File: src/rtl/stream_arb_mux_if.sv
// rtl/stream_arb_mux_if.sv - N-channel input streams and single output stream of stream_arb_mux
interface stream_arb_mux_if #(
  parameter int WIDTH = 8,
  parameter int N     = 4,
  parameter int SEL_W = $clog2(N)
);
  logic [N*WIDTH-1:0] in_data;
  logic [N-1:0]       in_valid;
  logic [N-1:0]       in_last;
  logic [N-1:0]       in_ready;
  logic [WIDTH-1:0]   out_data;
  logic               out_valid;
  logic               out_last;
  logic [SEL_W-1:0]   out_sel;
  logic               out_ready;

  modport slave (
    input  in_data, in_valid, in_last, out_ready,
    output in_ready, out_data, out_valid, out_last, out_sel
  );

  modport master (
    output in_data, in_valid, in_last, out_ready,
    input  in_ready, out_data, out_valid, out_last, out_sel
  );
endinterface

File: src/rtl/stream_arb_mux.sv
// rtl/stream_arb_mux.sv - N-to-1 stream mux with round-robin/fixed arbitration, packet lock, registered output
module stream_arb_mux #(
  parameter int WIDTH = 8,
  parameter int N     = 4,
  parameter int SEL_W = $clog2(N)
) (
  input logic             clk,
  input logic             rst_n,
  input logic             prio_mode,
  stream_arb_mux_if.slave bus
);
  typedef enum logic {S_OPEN, S_LOCKED} state_t;

  state_t           state_q, state_d;
  logic [SEL_W-1:0] lock_ch_q, lock_ch_d;
  logic [SEL_W-1:0] ptr_q, ptr_d;
  logic [SEL_W-1:0] gnt;
  logic             gnt_valid;
  logic [SEL_W:0]   scan;
  logic [WIDTH-1:0] gnt_data;
  logic             gnt_last;
  logic             slot_free;
  logic             xfer;
  logic [N-1:0]     ready;

  logic [WIDTH-1:0] data_q;
  logic             valid_q;
  logic             last_q;
  logic [SEL_W-1:0] sel_q;

  assign slot_free = !valid_q || bus.out_ready;
  assign xfer      = rst_n && slot_free && gnt_valid;

  // Loops run downward so the lowest index / nearest-to-ptr candidate is the last to win.
  always_comb begin
    gnt       = '0;
    gnt_valid = 1'b0;
    scan      = '0;
    if (state_q == S_LOCKED) begin
      gnt       = lock_ch_q;
      gnt_valid = bus.in_valid[lock_ch_q];
    end else if (prio_mode) begin
      for (int i = N - 1; i >= 0; i--) begin
        if (bus.in_valid[i]) begin
          gnt       = SEL_W'(i);
          gnt_valid = 1'b1;
        end
      end
    end else begin
      for (int k = N - 1; k >= 0; k--) begin
        scan = {1'b0, ptr_q} + (SEL_W + 1)'(k);
        if (scan >= (SEL_W + 1)'(N)) scan = scan - (SEL_W + 1)'(N);
        if (bus.in_valid[scan[SEL_W-1:0]]) begin
          gnt       = scan[SEL_W-1:0];
          gnt_valid = 1'b1;
        end
      end
    end
  end

  always_comb begin
    gnt_data = '0;
    gnt_last = 1'b0;
    ready    = '0;
    for (int i = 0; i < N; i++) begin
      if (gnt == SEL_W'(i)) begin
        gnt_data = bus.in_data[i*WIDTH +: WIDTH];
        gnt_last = bus.in_last[i];
        ready[i] = xfer;
      end
    end
  end

  assign bus.in_ready = ready;

  // Pointer moves only at packet ends so a locked packet never perturbs fairness.
  always_comb begin
    state_d   = state_q;
    lock_ch_d = lock_ch_q;
    ptr_d     = ptr_q;
    if (xfer) begin
      if (gnt_last) begin
        state_d = S_OPEN;
        ptr_d   = (gnt == SEL_W'(N - 1)) ? '0 : gnt + SEL_W'(1);
      end else begin
        state_d   = S_LOCKED;
        lock_ch_d = gnt;
      end
    end
  end

  always_ff @(posedge clk) begin
    if (!rst_n) begin
      state_q   <= S_OPEN;
      lock_ch_q <= '0;
      ptr_q     <= '0;
      data_q    <= '0;
      valid_q   <= 1'b0;
      last_q    <= 1'b0;
      sel_q     <= '0;
    end else begin
      state_q   <= state_d;
      lock_ch_q <= lock_ch_d;
      ptr_q     <= ptr_d;
      if (xfer) begin
        data_q  <= gnt_data;
        last_q  <= gnt_last;
        sel_q   <= gnt;
        valid_q <= 1'b1;
      end else if (slot_free) begin
        valid_q <= 1'b0;
      end
    end
  end

  assign bus.out_data  = data_q;
  assign bus.out_valid = valid_q;
  assign bus.out_last  = last_q;
  assign bus.out_sel   = sel_q;
endmodule

File: src/flat_wrapper.sv
// flat-port wrapper written by rule: the top's interface ports become plain ports
module stream_arb_mux_flat 
#(
  parameter int WIDTH = 8,
  parameter int N     = 4,
  parameter int SEL_W = $clog2(N)
)
  (clk, rst_n, prio_mode, bus_in_data, bus_in_valid, bus_in_last, bus_out_ready, bus_in_ready, bus_out_data, bus_out_valid, bus_out_last, bus_out_sel);
  stream_arb_mux_if #(.WIDTH(WIDTH), .N(N), .SEL_W(SEL_W)) bus_i ();
  input logic clk;
  input logic rst_n;
  input logic prio_mode;
  input wire logic [$bits(bus_i.in_data)-1:0] bus_in_data;
  input wire logic [$bits(bus_i.in_valid)-1:0] bus_in_valid;
  input wire logic [$bits(bus_i.in_last)-1:0] bus_in_last;
  input wire logic [$bits(bus_i.out_ready)-1:0] bus_out_ready;
  output wire logic [$bits(bus_i.in_ready)-1:0] bus_in_ready;
  output wire logic [$bits(bus_i.out_data)-1:0] bus_out_data;
  output wire logic [$bits(bus_i.out_valid)-1:0] bus_out_valid;
  output wire logic [$bits(bus_i.out_last)-1:0] bus_out_last;
  output wire logic [$bits(bus_i.out_sel)-1:0] bus_out_sel;
  assign bus_i.in_data = bus_in_data;
  assign bus_i.in_valid = bus_in_valid;
  assign bus_i.in_last = bus_in_last;
  assign bus_i.out_ready = bus_out_ready;
  assign bus_in_ready = bus_i.in_ready;
  assign bus_out_data = bus_i.out_data;
  assign bus_out_valid = bus_i.out_valid;
  assign bus_out_last = bus_i.out_last;
  assign bus_out_sel = bus_i.out_sel;
  stream_arb_mux #(.WIDTH(WIDTH), .N(N), .SEL_W(SEL_W)) u_core (.clk(clk), .rst_n(rst_n), .prio_mode(prio_mode), .bus(bus_i));
endmodule
File: config.mk
export PLATFORM = sky130hd
export DESIGN_NAME = stream_arb_mux_flat
export DESIGN_NICKNAME = d
export VERILOG_FILES = /design/src/rtl/stream_arb_mux_if.sv /design/src/rtl/stream_arb_mux.sv /design/src/flat_wrapper.sv
export SDC_FILE = /design/constraint.sdc
export NUM_CORES = 1
export LEC_CHECK = 0
export ABC_AREA = 1
export BUFFER_PORTS_ARGS = -buffer_cell sky130_fd_sc_hd__buf_2
export CAP_MARGIN = 15
export CORE_ASPECT_RATIO = 1.1
export CORE_UTILIZATION = 47
export DETAILED_ROUTE_END_ITERATION = 10
export GPL_TIMING_DRIVEN = 0
export PLACE_DENSITY = 0.78
export SETUP_SLACK_MARGIN = 0.2
export SYNTH_ARGS = -nofsm -noshare
export SYNTH_HDL_FRONTEND = slang
export SYNTH_SLANG_ARGS = --single-unit
File: constraint.sdc
create_clock -name clk -period 3.05 [get_ports clk]
set_input_delay 0.61 -clock clk [delete_from_list [all_inputs] [get_ports clk]]
set_output_delay 0.61 -clock clk [all_outputs]
set_load 0.01 [all_outputs]
# After elaboration in Yosys (flattened, before gate mapping)
# Index checks and enable logic that the tools add are counted.
[classes] addsub=8 n_lt_le_gt_ge=9 eq_ne=3 mux=58 n_bitwise=1 reduce_logical=8
[op_table] cell="two-way mux 2 bit" n=23
[op_table] cell="two-way mux 8 bit" n=4
[op_table] cell="two-way mux 1 bit" n=26
[op_table] cell="< comparator 2 x 3 -> 1 bit, second input constant" n=5
[op_table] cell="binary-select mux 1 bit (select 2 bit)" n=5
[op_table] cell="greater-or-equal comparator 3 bit, second input constant" n=3
[op_table] cell="subtractor 2 x 1 -> 2 bit, second input constant" n=4
[op_table] cell="adder 2 x 2 -> 3 bit, second input constant" n=2
[op_table] cell="== test 2 bit, second input constant" n=2
[op_table] cell="AND reduction 2 bit" n=2
[op_table] cell="adder 2 x 1 -> 3 bit, second input constant" n=1
[op_table] cell="greater-or-equal comparator 2 x 3 -> 1 bit, second input constant" n=1
[op_table] cell="adder 2 x 1 -> 2 bit, second input constant" n=1
[op_table] cell="== test 2 x 1 -> 1 bit, second input constant" n=1
[op_table] cell="logical AND 1 bit" n=2
[op_table] cell="zero test 2 bit" n=1
[op_table] cell="nonzero test 2 bit" n=1
[op_table] cell="zero test 1 bit" n=1
[op_table] cell="logical OR 1 bit" n=1
[op_table] cell="NOT 1 bit" n=1
[totals] ff_bits=17 inputBits=44 out_inout_bits=16 wordCells=94

# Logic depth before layout (Yosys ltp)
[logic_depth] word_depth=20 depth_mapped=27 depth_no_buf=25

# Worst setup path after synthesis
# No wires, ideal clock.
[synth_timing] path_type="in2out" startpoint="input port bus_in_valid[1]" endpoint="output port bus_in_ready[3]" arrival_ns=2.141 t_required_ns=2.440 path_slack_ns=0.299 stages=16 path_buffers=2 cell_sequence="inv_1 > nand2_1 > nand3_1 > nand2_1 > inv_2 > nor2_1 > nor2_1 > nand2_1 > nand3_2 > nand2_2 > nand2_2 > ha_1 > clkbuf_1 > inv_1 > buf_2 > nor2_1"
[synth_between] elab_chain_cells=10 word_cells_on_any_way=29
[synth_rtl] element="from (decl)" line_no="flat_wrapper.sv:14" rtl="input wire logic [$bits(bus_i.in_valid)-1:0] bus_in_valid;"
[synth_rtl] element="binary-select mux 1 bit (select 2 bit)" line_no="stream_arb_mux.sv:53" rtl="if (bus.in_valid[scan[SEL_W-1:0]]) begin"
[synth_rtl] element="two-way mux 1 bit (not written as such)" line_no="stream_arb_mux.sv:53"
[synth_rtl] element="two-way mux 2 bit (4 in a row)" line_no="stream_arb_mux.sv:53"
[synth_rtl] element="two-way mux 2 bit *" line_no="stream_arb_mux.sv:42" rtl="end else if (prio_mode) begin"
[synth_rtl] element="two-way mux 2 bit *" line_no="stream_arb_mux.sv:39" rtl="if (state_q == S_LOCKED) begin"
[synth_rtl] element="named net u_core.gnt[0]" line_no="stream_arb_mux.sv:17" rtl="logic [SEL_W-1:0] gnt;"
[synth_rtl] element="== test 2 bit *" line_no="stream_arb_mux.sv:66" rtl="if (gnt == SEL_W'(i)) begin"
[synth_rtl] element="two-way mux 1 bit *" line_no="stream_arb_mux.sv:66"
[synth_rtl] element="to (decl)" line_no="flat_wrapper.sv:17" rtl="output wire logic [$bits(bus_i.in_ready)-1:0] bus_in_ready;"
# The timed path passes the listed nets; every way through them passes the cells marked *. The select of a mux whose other input is x is not followed.

# Worst setup path after layout
[layout_timing] startpoint="register u_core.ptr_q[0]" endpoint="output port bus_in_ready[3]"
[layout_between] elab_chain_cells=15 word_cells_on_any_way=46
[layout_rtl] element="from (decl)" line_no="stream_arb_mux.sv:16" rtl="logic [SEL_W-1:0] ptr_q, ptr_d;"
[layout_rtl] element="from (signal assigned)" line_no="stream_arb_mux.sv:104" rtl="ptr_q <= ptr_d;"
[layout_rtl] element="adder 2 x 2 -> 3 bit" line_no="stream_arb_mux.sv:51" rtl="scan = {1'b0, ptr_q} + (SEL_W + 1)'(k);"
[layout_rtl] element="greater-or-equal comparator 3 bit or subtractor 2 x 1 -> 2 bit (tied branches)" line_no="stream_arb_mux.sv:52" rtl="if (scan >= (SEL_W + 1)'(N)) scan = scan - (SEL_W + 1)'(N);"
[layout_rtl] element="two-way mux 2 bit" line_no="stream_arb_mux.sv:52"
[layout_rtl] element="two-way mux 2 bit" line_no="stream_arb_mux.sv:42"
[layout_rtl] element="two-way mux 2 bit" line_no="stream_arb_mux.sv:39"
[layout_rtl] element="binary-select mux 1 bit (select 2 bit)" line_no="stream_arb_mux.sv:53"
[layout_rtl] element="two-way mux 1 bit (not written as such)" line_no="stream_arb_mux.sv:53"
[layout_rtl] element="two-way mux 2 bit (3 in a row)" line_no="stream_arb_mux.sv:53"
[layout_rtl] element="two-way mux 2 bit *" line_no="stream_arb_mux.sv:53"
[layout_rtl] element="two-way mux 2 bit *" line_no="stream_arb_mux.sv:42"
[layout_rtl] element="two-way mux 2 bit *" line_no="stream_arb_mux.sv:39"
[layout_rtl] element="named net u_core.gnt[1]" line_no="stream_arb_mux.sv:17"
[layout_rtl] element="== test 2 bit *" line_no="stream_arb_mux.sv:66"
[layout_rtl] element="two-way mux 1 bit *" line_no="stream_arb_mux.sv:66"
# Marked as above.

==> impl_metrics.tcl <==
set metrics [dict create \
    outcome "finished clean" \
    fp.dieW_um 53.1 \
    synth_top_family_by_area "simple AND/OR/NAND/NOR gates" \
    crit_fanout 6 \
    nFillCells 267 \
    hp-class "register to register" \
    synth_seq_cells 17 \
    cp-start-kind "register" \
    viasPerCell 5.11 \
    synth.mux.area_fraction_pct 0 \
    grt_use_met1_pct 27.1 \
    cts_root_buf "clkbuf_4" \
    dr.pass1.iters 4 \
    ios 60 \
    fin_nets 331 \
    ir_worst_vdd_mv 0.793 \
    end_kind "output port" \
    cts_tree "done" \
    drc 0 \
    syn_avg_cell_area_um2 6.50 \
    synth_fp_nets 256 \
    cts.clk_slew.worst_paths_ns 0.11 \
    drtIter0Drc 30 \
    cts_max_path_buffers 2 \
    grt_max_degree 11 \
    rows 20 \
    cts_max_level 1 \
    routedWlPerCell_um 11.9 \
    drv_cap 0 \
    synth-xor-area-share_pct 0 \
    fmax_ghz 0.358 \
    core-area_mm2 0.00275 \
    synth.distinct_cells 28 \
    ys_warn_count 0 \
    met3_usage_pct 4.72 \
    worstPathRequired_ns 2.44 \
    multi_input_area_um2 906 \
    wirelength_um 3750 \
    area_delta_synth_final_pct 39.4 \
    antenna_cells 0 \
    drive_above_1_share_pct 44.7 \
    rsz0062_at_grt "yes" \
    grt_pass1_vias 1419 \
    synth-seq-area-share_pct 25.2 \
    skew_ns 0.0158 \
    synthSimpleGateAreaFrac_pct 35.4 \
    min_period_ns 2.79 \
    die-area_mm2 0.00309 \
    fin_crit_sh_pct 91.6 \
    crit_type "register to output port" \
    fin_util_pct 68.4 \
    postRouteAntennaNets 0 \
    cts_sinks 17 \
    grt_usage_pct 24.8 \
    leakage_nw 0.972 \
    grt_pass1_wl_um 5790 \
    hpwl_um 2720 \
    clk_latency_ns 0.29 \
    setup_viol 0 \
    slew_viol_final 0 \
    synth_fa_ha_area_share_pct 3.70 \
    syn_area_mm2 0.00135 \
    power_mw 2.09 \
    worst_pin_slew_ns 0.363 \
    busiest_layer "met2" \
    slew_headroom_pct 75.8 \
    cts_buffers 3 \
    synthCells 208 \
    grt.overflow.total 0 \
    die_y_um 58.2 \
    regArea_um2 343 \
    route.vias.total 1610 \
    port_buffers 59 \
    gp_congestion 0.809 \
    synth_compound_area_share_pct 23.5 \
    cp.arrival_ns 2.18 \
    start_util_pct 49.1 \
    antenna_found_initial 0 \
    r2r_slack_ns 0.48 \
    grtUsageMet2_pct 48.5 \
    power.density_mw_per_mm2 1110 \
    hold_violations 0 \
]
[where the power goes]
group	leakage, nW	internal [mW]	switching (mW)	total, mW
Sequential	0.141	0.310	0.0733	0.383
Clock	0.0150	0.0507	0.0707	0.121
Combinational	0.816	0.664	0.920	1.58
[stage by stage]
stage / TNS, ns / hold WS [ns] / instance area (µm²) / setup slack [ns] / std cells
floorplan: 0 / 0.487 / 1350 / 0.299 / 208
global placement: -0.144 / 0.450 / 1690 / -0.144 / 300
detailed placement: -0.186 / 0.459 / 1690 / -0.186 / 300
CTS: 0 / 0.475 / 1750 / 0.174 / 305
global route: 0 / 0.493 / 1880 / 0.136 / 315
finish: 0 / 0.479 / 1880 / 0.256 / 315
[cells by family (layout without fill, tap and decap cells)]
logic type,Yosys count,in the layout
AND/OR/NAND/NOR,102,102
adder cells (fa/ha/maj),4,4
AO/OA/AOI/OAI,52,52
buffers and inverters,33,107
flip-flops,17,17
[cell type report]
class,instances,area share (%)
plain buffers,8,4.19
clock buffers,4,1.40
inverters,25,5.65
multi-input cells,158,48.1
flip-flops and latches,17,18.2
well taps,33,2.19
repair buffers,70,20.3
[cell usage after synthesis]
| cell type | instances | share of area, % |
|---|---|---|
| nand4_1 | 2 | 0.93 |
| nor2_1 | 11 | 3.1 |
| ha_1 | 4 | 3.7 |
| dfxtp_1 | 17 | 25 |
| o211ai_1 | 1 | 0.56 |
| inv_4 | 1 | 0.46 |
| nand2_2 | 13 | 6.0 |
| o21a_1 | 1 | 0.56 |
| nor2_8 | 1 | 1.5 |
| inv_1 | 17 | 4.7 |
| inv_2 | 6 | 1.7 |
| inv_8 | 1 | 0.83 |
| nand2_1 | 60 | 17 |
| a21oi_2 | 1 | 0.65 |
| nor2_2 | 1 | 0.46 |
| a21oi_1 | 13 | 4.8 |
| clkbuf_1 | 3 | 0.83 |
| nand3_2 | 3 | 2.2 |
| buf_6 | 4 | 3.3 |
| o211ai_2 | 3 | 2.8 |
| o21ai_0 | 17 | 6.3 |
| nand3_1 | 10 | 3.7 |
| o21ai_1 | 3 | 1.1 |
| o21ai_2 | 1 | 0.65 |
| a31oi_1 | 6 | 2.8 |
| a22oi_1 | 6 | 3.3 |
| nand2_4 | 1 | 0.83 |
| buf_2 | 1 | 0.37 |
[sequential cells by signal (all words and copies together) (netlist names)]
register	cells
u_core.lock_ch_q	2
u_core.bus.out_valid	1
u_core.ptr_q	2
u_core.bus.out_data	8
u_core.state_q	1
u_core.bus.out_sel	2
u_core.bus.out_last	1
[metal layers]
layer	wire, µm	share of wire, %
met2	1990	53
met1	1570	42
met5	0	0
met4	12	0.32
met3	172	4.6
[worst max-delay path, cell delays in order, from the launching register on]
cell and delay, ns:
dfxtp_2 0.34, buf_6 0.13, inv_8 0.06, nand2_2 0.05, nand2_2 0.08, nand2_1 0.06, nand2_2 0.08, inv_2 0.04
nand3_1 0.05, nand4_1 0.07, nand2_1 0.12, o21ai_4 0.09, inv_2 0.11, ha_4 0.15, buf_8 0.10, inv_4 0.04
buf_6 0.11, nor2_4 0.09, buf_6 0.10
[layout by cell type, fill, tap and decap left out, types with 2 or more instances in the layout]
cell | netlist | routed
a21oi_1 | 13 | 13
a22oi_1 | 6 | 6
a31oi_1 | 6 | 6
buf_2 | 1 | 59
buf_4 | 0 | 10
buf_6 | 4 | 6
clkbuf_1 | 3 | 3
clkbuf_4 | 0 | 3
dfxtp_1 | 17 | 15
dfxtp_2 | 0 | 2
ha_4 | 0 | 2
inv_1 | 17 | 10
inv_2 | 6 | 12
inv_4 | 1 | 2
nand2_1 | 60 | 59
nand2_2 | 13 | 12
nand2_4 | 1 | 3
nand3_1 | 10 | 9
nand3_2 | 3 | 4
nand4_1 | 2 | 2
nor2_1 | 11 | 10
o211ai_2 | 3 | 3
o21ai_0 | 17 | 17
o21ai_1 | 3 | 3
[final timing paths]
kind,startpoint,endpoint,cells past startpoint
max,u_core.ptr_q[0]$_SDFFE_PN0P_,bus_in_ready[3],18
min,u_core.bus.out_data[6]$_SDFFE_PN0P_,u_core.bus.out_data[6]$_SDFFE_PN0P_,2
max reg2reg,u_core.ptr_q[0]$_SDFFE_PN0P_,u_core.ptr_q[0]$_SDFFE_PN0P_,23
min reg2reg,u_core.bus.out_data[6]$_SDFFE_PN0P_,u_core.bus.out_data[6]$_SDFFE_PN0P_,2
[timing repair]
item                                    in CTS  in global routing
setup buffers                                1                  9
endpoints found under the setup margin       2                  5
cloned                                       0                  1
gates resized for setup                      9                 20
pin swaps                                    1                  7
hold buffers                                 0                  0
Power figures use the tool's default switching activity.
